## config.mk

```make
export PLATFORM = sky130hd
export DESIGN_NAME = dcache_snoop_bus
export DESIGN_NICKNAME = d
export VERILOG_FILES = /design/src/rtl/dcache_snoop_bus.sv
export SDC_FILE = /design/constraint.sdc
export NUM_CORES = 1
export LEC_CHECK = 0
export CAP_MARGIN = 10
export CELL_PAD_IN_SITES_DETAIL_PLACEMENT = 1
export CELL_PAD_IN_SITES_GLOBAL_PLACEMENT = 2
export CORE_AREA = 2 2 238 240
export CTS_CLUSTER_DIAMETER = 30
export DETAILED_ROUTE_END_ITERATION = 10
export DIE_AREA = 0 0 240 242
export GPL_ROUTABILITY_DRIVEN = 0
export PLACE_DENSITY = 0.81
export SLEW_MARGIN = 10
export SYNTH_ARGS = -nofsm -noshare
export SYNTH_HDL_FRONTEND = slang
export SYNTH_SLANG_ARGS = --single-unit
export TNS_END_PERCENT = 50
```

## constraint.sdc

```tcl
create_clock -name clk -period 2.79 [get_ports clk]
set_input_delay 0.837 -clock clk [delete_from_list [all_inputs] [get_ports clk]]
set_output_delay 0.837 -clock clk [all_outputs]
set_load 0.005 [all_outputs]
```

## src/rtl/dcache_snoop_bus.sv

```systemverilog
// Snooping bus shared by two Dcaches and main memory: arbitrates requests, broadcasts
// the grant, collects a peer snoop response or fetches from memory, and returns the fill.
module dcache_snoop_bus #(
   parameter int TAG_W     = 20,
   parameter int IDX_W     = 6,
   parameter int WORD_W    = 64,
   parameter int SNOOP_WIN = 2
) (
   input  logic                   clk,
   input  logic                   rst,
   input  logic [1:0]             Dcache2bus_req_en_i,
   input  logic [1:0][TAG_W-1:0]  Dcache2bus_req_tag_i,
   input  logic [1:0][IDX_W-1:0]  Dcache2bus_req_idx_i,
   input  logic [1:0][WORD_W-1:0] Dcache2bus_req_data_i,
   input  logic [1:0][1:0]        Dcache2bus_req_message_i,
   input  logic [1:0]             Dcache2bus_rsp_vld_i,
   input  logic [1:0][WORD_W-1:0] Dcache2bus_rsp_data_i,
   output logic                   bus2Dcache_req_ack_o,
   output logic                   bus2Dcache_req_id_o,
   output logic [TAG_W-1:0]       bus2Dcache_req_tag_o,
   output logic [IDX_W-1:0]       bus2Dcache_req_idx_o,
   output logic [1:0]             bus2Dcache_req_message_o,
   output logic                   bus2Dcache_rsp_vld_o,
   output logic                   bus2Dcache_rsp_id_o,
   output logic [WORD_W-1:0]      bus2Dcache_rsp_data_o,
   output logic                   bus2mem_req_o,
   output logic                   bus2mem_we_o,
   output logic [63:0]            bus2mem_addr_o,
   output logic [WORD_W-1:0]      bus2mem_data_o,
   input  logic                   mem2bus_ack_i,
   input  logic                   mem2bus_rdata_vld_i,
   input  logic [WORD_W-1:0]      mem2bus_rdata_i
);

   localparam logic [1:0] MSG_NONE  = 2'd0;
   localparam logic [1:0] MSG_GET_S = 2'd1;
   localparam logic [1:0] MSG_PUT_M = 2'd3;

   localparam logic [2:0] IDLE   = 3'd0;
   localparam logic [2:0] GRANT  = 3'd1;
   localparam logic [2:0] SNOOP  = 3'd2;
   localparam logic [2:0] MEM_RD = 3'd3;
   localparam logic [2:0] MEM_WR = 3'd4;
   localparam logic [2:0] RSP    = 3'd5;

   localparam int CW = $clog2(SNOOP_WIN + 1);

   logic [2:0]        state;
   logic              id_q;
   logic [TAG_W-1:0]  tag_q;
   logic [IDX_W-1:0]  idx_q;
   logic [1:0]        msg_q;
   logic [WORD_W-1:0] data_q;
   logic [CW-1:0]     cnt;
   logic              wb_pending;
   logic              rd_acked;
   logic              prio;

   logic [1:0] vreq;
   logic       win;
   logic       peer_vld;
   logic       rd_req;
   logic       wr_req;
   logic [63:0] addr;

   assign vreq[0] = Dcache2bus_req_en_i[0] && (Dcache2bus_req_message_i[0] != MSG_NONE);
   assign vreq[1] = Dcache2bus_req_en_i[1] && (Dcache2bus_req_message_i[1] != MSG_NONE);
   // prio names the cpu that wins a tie; it flips away from whoever was just granted
   assign win      = (vreq == 2'b11) ? prio : vreq[1];
   assign peer_vld = Dcache2bus_rsp_vld_i[~id_q];
   assign addr     = 64'({tag_q, idx_q, 3'b000});

   always_ff @(posedge clk) begin
      if (rst) begin
         state      <= IDLE;
         id_q       <= 1'b0;
         tag_q      <= '0;
         idx_q      <= '0;
         msg_q      <= MSG_NONE;
         data_q     <= '0;
         cnt        <= '0;
         wb_pending <= 1'b0;
         rd_acked   <= 1'b0;
         prio       <= 1'b0;
      end else begin
         case (state)
            IDLE: if (|vreq) begin
               id_q   <= win;
               tag_q  <= Dcache2bus_req_tag_i[win];
               idx_q  <= Dcache2bus_req_idx_i[win];
               msg_q  <= Dcache2bus_req_message_i[win];
               data_q <= Dcache2bus_req_data_i[win];
               prio   <= ~win;
               state  <= GRANT;
            end
            GRANT: begin
               wb_pending <= 1'b0;
               rd_acked   <= 1'b0;
               if (msg_q == MSG_PUT_M) begin
                  state <= MEM_WR;
               end else begin
                  cnt   <= CW'(SNOOP_WIN);
                  state <= SNOOP;
               end
            end
            SNOOP: begin
               if (peer_vld) begin
                  data_q     <= Dcache2bus_rsp_data_i[~id_q];
                  wb_pending <= (msg_q == MSG_GET_S);
                  state      <= RSP;
               end else if (cnt <= CW'(1)) begin
                  cnt   <= '0;
                  state <= MEM_RD;
               end else begin
                  cnt <= cnt - CW'(1);
               end
            end
            MEM_RD: begin
               if (mem2bus_ack_i) rd_acked <= 1'b1;
               // read data may arrive together with the ack
               if ((rd_acked || mem2bus_ack_i) && mem2bus_rdata_vld_i) begin
                  data_q <= mem2bus_rdata_i;
                  state  <= RSP;
               end
            end
            MEM_WR: if (mem2bus_ack_i) state <= IDLE;
            RSP: begin
               wb_pending <= 1'b0;
               state      <= wb_pending ? MEM_WR : IDLE;
            end
            default: state <= IDLE;
         endcase
      end
   end

   assign rd_req = (state == MEM_RD) && !rd_acked;
   assign wr_req = (state == MEM_WR);

   assign bus2Dcache_req_ack_o     = (state == GRANT);
   assign bus2Dcache_req_id_o      = bus2Dcache_req_ack_o && id_q;
   assign bus2Dcache_req_tag_o     = bus2Dcache_req_ack_o ? tag_q : '0;
   assign bus2Dcache_req_idx_o     = bus2Dcache_req_ack_o ? idx_q : '0;
   assign bus2Dcache_req_message_o = bus2Dcache_req_ack_o ? msg_q : MSG_NONE;

   assign bus2Dcache_rsp_vld_o  = (state == RSP);
   assign bus2Dcache_rsp_id_o   = bus2Dcache_rsp_vld_o && id_q;
   assign bus2Dcache_rsp_data_o = bus2Dcache_rsp_vld_o ? data_q : '0;

   assign bus2mem_req_o  = rd_req || wr_req;
   assign bus2mem_we_o   = wr_req;
   assign bus2mem_addr_o = bus2mem_req_o ? addr : '0;
   assign bus2mem_data_o = wr_req ? data_q : '0;

endmodule

```

=== After elaboration in Yosys (flattened, before gate mapping) ===
Cells that the tools add are included.

* $add $sub $neg: 1
* $lt $le $gt $ge: 3
* Equality and inequality tests: 16
* Muxes and demuxes: 39
* Bitwise gates (word level): 2
* Reduce and logical (&&, ||, !) cells: 24

{| class="wikitable"
|+ Operator list
! cell !! count
|-
| two-way mux 64 bit || 9
|-
| case mux 64 bit (3 select lines) || 1
|-
| two-way mux 20 bit || 3
|-
| two-way mux 29 bit || 1
|-
| two-way mux 3 bit || 7
|-
| two-way mux 6 bit || 3
|-
| case mux 3 bit (6 select lines) || 1
|-
| inequality test 2 bit, second input constant || 7
|-
| two-way mux 2 bit || 6
|-
| nonzero test 2 bit || 5
|-
| AND reduction 4 bit || 2
|-
| == test 3 x 2 -> 1 bit, second input constant || 2
|-
| == test 3 bit, second input constant || 2
|-
| logical AND 1 bit || 6
|-
| AND reduction 2 bit || 3
|-
| two-way mux 1 bit || 5
|-
| == test 2 bit, second input constant || 2
|-
| < comparator 1 x 2 -> 1 bit, second input constant || 2
|-
| case mux 1 bit (2 select lines) || 2
|-
| case mux 2 bit (2 select lines) || 1
|-
| OR reduction 2 bit || 2
|-
| == test 3 x 1 -> 1 bit, second input constant || 1
|-
| logical NOT 3 bit || 1
|-
| inequality test 3 bit, second input constant || 1
|-
| other kinds (8) || 10
|}

* Register bits after elaboration: 101
* Input port bits: 384

=== Longest topological paths before layout ===
* Depth after elaboration: 8
* Depth in mapped cells: 8
* Depth with buffers taken out: 4

=== Worst setup path before layout ===
Ideal clock, no wire load.

* Path type: reg-to-output
* Start: register state[1]
* End: output bus2mem_addr_o[10]
* Data arrival time: 1.422 ns
* Data required time: 1.953 ns
* Path slack: 0.531 ns
* Cell stages (with the launch flop): 7
* Path buffers: 3
* Cells stage by stage: dfxtp_1 -> buf_2 -> nor2b_1 -> buf_2 -> a31oi_2 -> clkbuf_1 -> nor2b_1

* Word-level cells in the longest chain between the ends: 4

{| class="wikitable"
|+ Ends and longest elaborated chain
! item !! RTL line !! source
|-
| start, declared || 48 || <nowiki>logic [2:0] state;</nowiki>
|-
| start signal, assigned || 129 || <nowiki>state <= wb_pending ? MEM_WR : IDLE;</nowiki>
|-
| == test 3 x 2 -> 1 bit || 136 || <nowiki>assign rd_req = (state == MEM_RD) && !rd_acked;</nowiki>
|-
| logical AND 1 bit || 136 ||
|-
| logical OR 1 bit * || 149 || <nowiki>assign bus2mem_req_o = rd_req || wr_req;</nowiki>
|-
| two-way mux 29 bit * || 151 || <nowiki>assign bus2mem_addr_o = bus2mem_req_o ? addr : '0;</nowiki>
|-
| end, declared || 28 || <nowiki>output logic [63:0] bus2mem_addr_o,</nowiki>
|}

Mark *: on every way between the ends. The rest lies on a longest branch, timed or not.

=== Worst setup path in the final report ===
* Start: register state[1]
* End: output bus2Dcache_req_tag_o[11]

* Word-level cells in the longest chain between the ends: 2

{| class="wikitable"
|+ Ends and longest elaborated chain
! item !! RTL line !! source
|-
| == test 3 x 1 -> 1 bit || 139 || <nowiki>assign bus2Dcache_req_ack_o = (state == GRANT);</nowiki>
|-
| two-way mux 20 bit || 141 || <nowiki>assign bus2Dcache_req_tag_o = bus2Dcache_req_ack_o ? tag_q : '0;</nowiki>
|-
| end, declared || 20 || <nowiki>output logic [TAG_W-1:0] bus2Dcache_req_tag_o,</nowiki>
|}

No other way between the ends.

==> flow_summary.json <==
{
  "wl_um": 47660,
  "place_hpwl_um": 34480,
  "fp.dieW_um": 240,
  "start_util_pct": 14.90,
  "grt_pass1_wl_um": 68430,
  "met1_usage_pct": 17.87,
  "slew_headroom_pct": 22.97,
  "die_h_um": 242,
  "antenna_found_initial": 1,
  "ant_nets": 0,
  "r2r_end": "data_q[8]$_SDFFE_PP0P_",
  "startpoint_type": "flop",
  "synth.distinct_cells": 42,
  "port_buffers": 571,
  "path_class": "reg -> out",
  "drc": 0,
  "critPathMaxStageDelay_ns": 0.49,
  "max_freq_ghz": 0.3562,
  "syn_area_um2": 8304,
  "reg2reg_depth": 6,
  "syn_avg_cell_area_um2": 7.969,
  "rows": 87,
  "cp.arrival_ns": 1.97,
  "clockBufferDepth": 2,
  "skew_ns": 0.004380,
  "syn2layout_area_growth_pct": 88.20,
  "power.density_nw_per_um2": 482.3,
  "crit_required_ns": 1.95,
  "ys_seq_area_share_pct": 24.35,
  "htree_levels": 3,
  "grt.total_usage_pct": 15.83,
  "synth_cells": 1042,
  "power_leakage_uw": 0.006892,
  "crit_buf_inv": 3,
  "finalCriticalPeriod_ns": 2.808,
  "clk_pin_slew_worst_paths_ns": 0.08,
  "pre_cts_slack_ns": 0.07965,
  "cap_viol_max_count": 0,
  "num_io_pins": 610,
  "status": "finished with violations",
  "reg2reg_from": "state[2]$_SDFFE_PP0P_",
  "use_met2_pct": 29.39,
  "hp-class": "reg -> reg",
  "hold_viol": 0,
  "routed-via-count": 9844,
  "drtIter0Drc": 281,
  "post_drt_wl_per_cell_um": 20.12,
  "finalSetupTns_ns": -0.03871,
  "grt_busiest_layer": "met2",
  "cts-buffers-inserted": 9,
  "use_met3_pct": 3.441,
  "rsz0062_at_grt": "true",
  "crit_fanout": 17,
  "rrSetupSlack_ns": 0.45,
  "drive_gt1_share_pct": 15.81,
  "cts_sinks": 101,
  "coreArea_um2": 55730,
  "root_buffer": "clkbuf_16",
  "cp_slowest_cell": "clkdlybuf4s50_1",
  "setup_ws_ns": -0.01775,
  "vias_per_cell": 4.155,
  "mostFrequentLayoutCell": "clkdlybuf4s50_1",
  "violations": "setup timing",
  "ys_seq_elements": 101,
  "yosys_warnings": 0,
  "antennaDiodeCount": 0,
  "grt_max_degree": 196,
  "period_share_pct": 100.6,
  "crit_path_end": "bus2Dcache_req_tag_o[11]",
  "crit_start": "state[1]$_SDFFE_PP0P_",
  "nets": 1992,
  "tightest_slew_ns": 1.155,
  "overflow": 0,
  "critical-path-top-delay-family": "buffers and inverters",
  "grt_pass1_vias": 10610,
  "vdd_drop_max_uv": 358.2,
  "maxSlewViolCount": 0,
  "dr.pass1.iters": 6,
  "layout_common_cells": "clkdlybuf4s50_1, nor2_1, mux2i_1",
  "finalSetupViolations": 5,
  "hold_buffers": 0,
  "end_kind": "output pin",
  "clock_latency_ns": 0.39,
  "cts_tree": "yes",
  "dieArea_um2": 58080,
  "path_cells": "buf_6, nor3b_4, buf_12, and2_4, clkdlybuf4s50_1",
  "worst-path-stages": 5
}
what timing repair did:
action	CTS	global route
cloned	10	2
resized for setup	256	135
buffers inserted	21	12
setup endpoints to repair	188	92
pin swaps	2	3
cells by family (layout without fill, tap and decap cells):
logic type             after synthesis  after routing  share of synthesized area (%)
AND/OR/NAND/NOR                    489            489                          28.57
multiplexers                       197            197                          24.88
buffers and inverters              143            677                          9.583
AO/OA/AOI/OAI                      111            111                          12.58
flip-flops                         101            101                          24.35
other                                1             38                        0.04516
layout make-up:
type | instances | area, um^2
Clock inverter | 4 | 47.55
Inverter | 3 | 13.76
Timing Repair Buffer | 658 | 6623
Tap cell | 756 | 945.9
Sequential cell | 101 | 2034
Multi-Input combinational cell | 835 | 5718
Clock buffer | 12 | 246.5
Fill cell | 6683 | 40100
synthesized netlist by cell type (all sizes together):
library cell  number  share of area, %
o21a               2              0.18
a31oi              1              0.15
nand3b             1             0.090
nand4              1             0.075
a311oi            28               3.0
and3b              1              0.11
nor4b              1              0.11
mux2              65               8.8
mux2i            132                16
a32oi              2              0.21
dfxtp            101                24
a21boi             1              0.23
nor3b              2              0.24
clkbuf            52               2.4
conb               1             0.045
a21oi              3              0.18
o32ai              1              0.20
nor3               5              0.50
o21ai              6              0.45
o21ba              1              0.12
a32o              64               7.7
and3              65               4.9
and2              95               7.2
inv                3              0.14
nor4               1             0.075
nand3              2              0.12
buf               88               7.1
nand2            123               5.6
nor2b             29               2.2
nor2             160               7.2
o41ai              1              0.11
a211oi             1             0.090
nand2b             3              0.23
layer usage:
metal | up-vias | share of wire [%]
li1 | 4699 | -
met1 | 4765 | 40
met2 | 346 | 52
met3 | 34 | 6.3
met4 | 0 | 1.8
met5 | - | 0
sequential cells by signal (all words and copies together) (netlist names), 2 cells and up:
signal,flops
data_q,64
tag_q,20
idx_q,6
state,3
cnt,2
msg_q,2
metrics by stage:
step           power, uW  area (um^2)  hold WS [ns]  cells  utilization, %
2_1_floorplan       3979         8443        0.4474   1079               -
3_3_place_gp        5600        14940        0.4576   2310           26.81
3_5_place_dp        5704        14940        0.4682   2310           26.81
4_1_cts             7571        15590        0.4859   2357           27.97
5_1_grt             8062        15630        0.4870   2369           28.04
6_report            7537        15630        0.4852   2369           28.04
how the worst min path moves through the flow:
stage / from / end / slack [ns] / cells past startpoint
2_1_floorplan: data_q[10]$_SDFFE_PP0P_ / data_q[10]$_SDFFE_PP0P_ / 0.45 / 1
3_3_place_gp: data_q[31]$_SDFFE_PP0P_ / data_q[31]$_SDFFE_PP0P_ / 0.46 / 1
3_5_place_dp: data_q[15]$_SDFFE_PP0P_ / data_q[15]$_SDFFE_PP0P_ / 0.47 / 1
4_1_cts: data_q[15]$_SDFFE_PP0P_ / data_q[15]$_SDFFE_PP0P_ / 0.49 / 1
5_1_grt: data_q[15]$_SDFFE_PP0P_ / data_q[15]$_SDFFE_PP0P_ / 0.49 / 1
6_report: data_q[57]$_SDFFE_PP0P_ / data_q[57]$_SDFFE_PP0P_ / 0.49 / 1
power breakdown:
group          switching, uW  total, uW  internal (uW)  leakage, uW
registers                333       2150           1810     0.000835
clock network            658       1380            719     0.000143
logic                   1920       4010           2100      0.00591
Power figures use the tool's default switching activity.
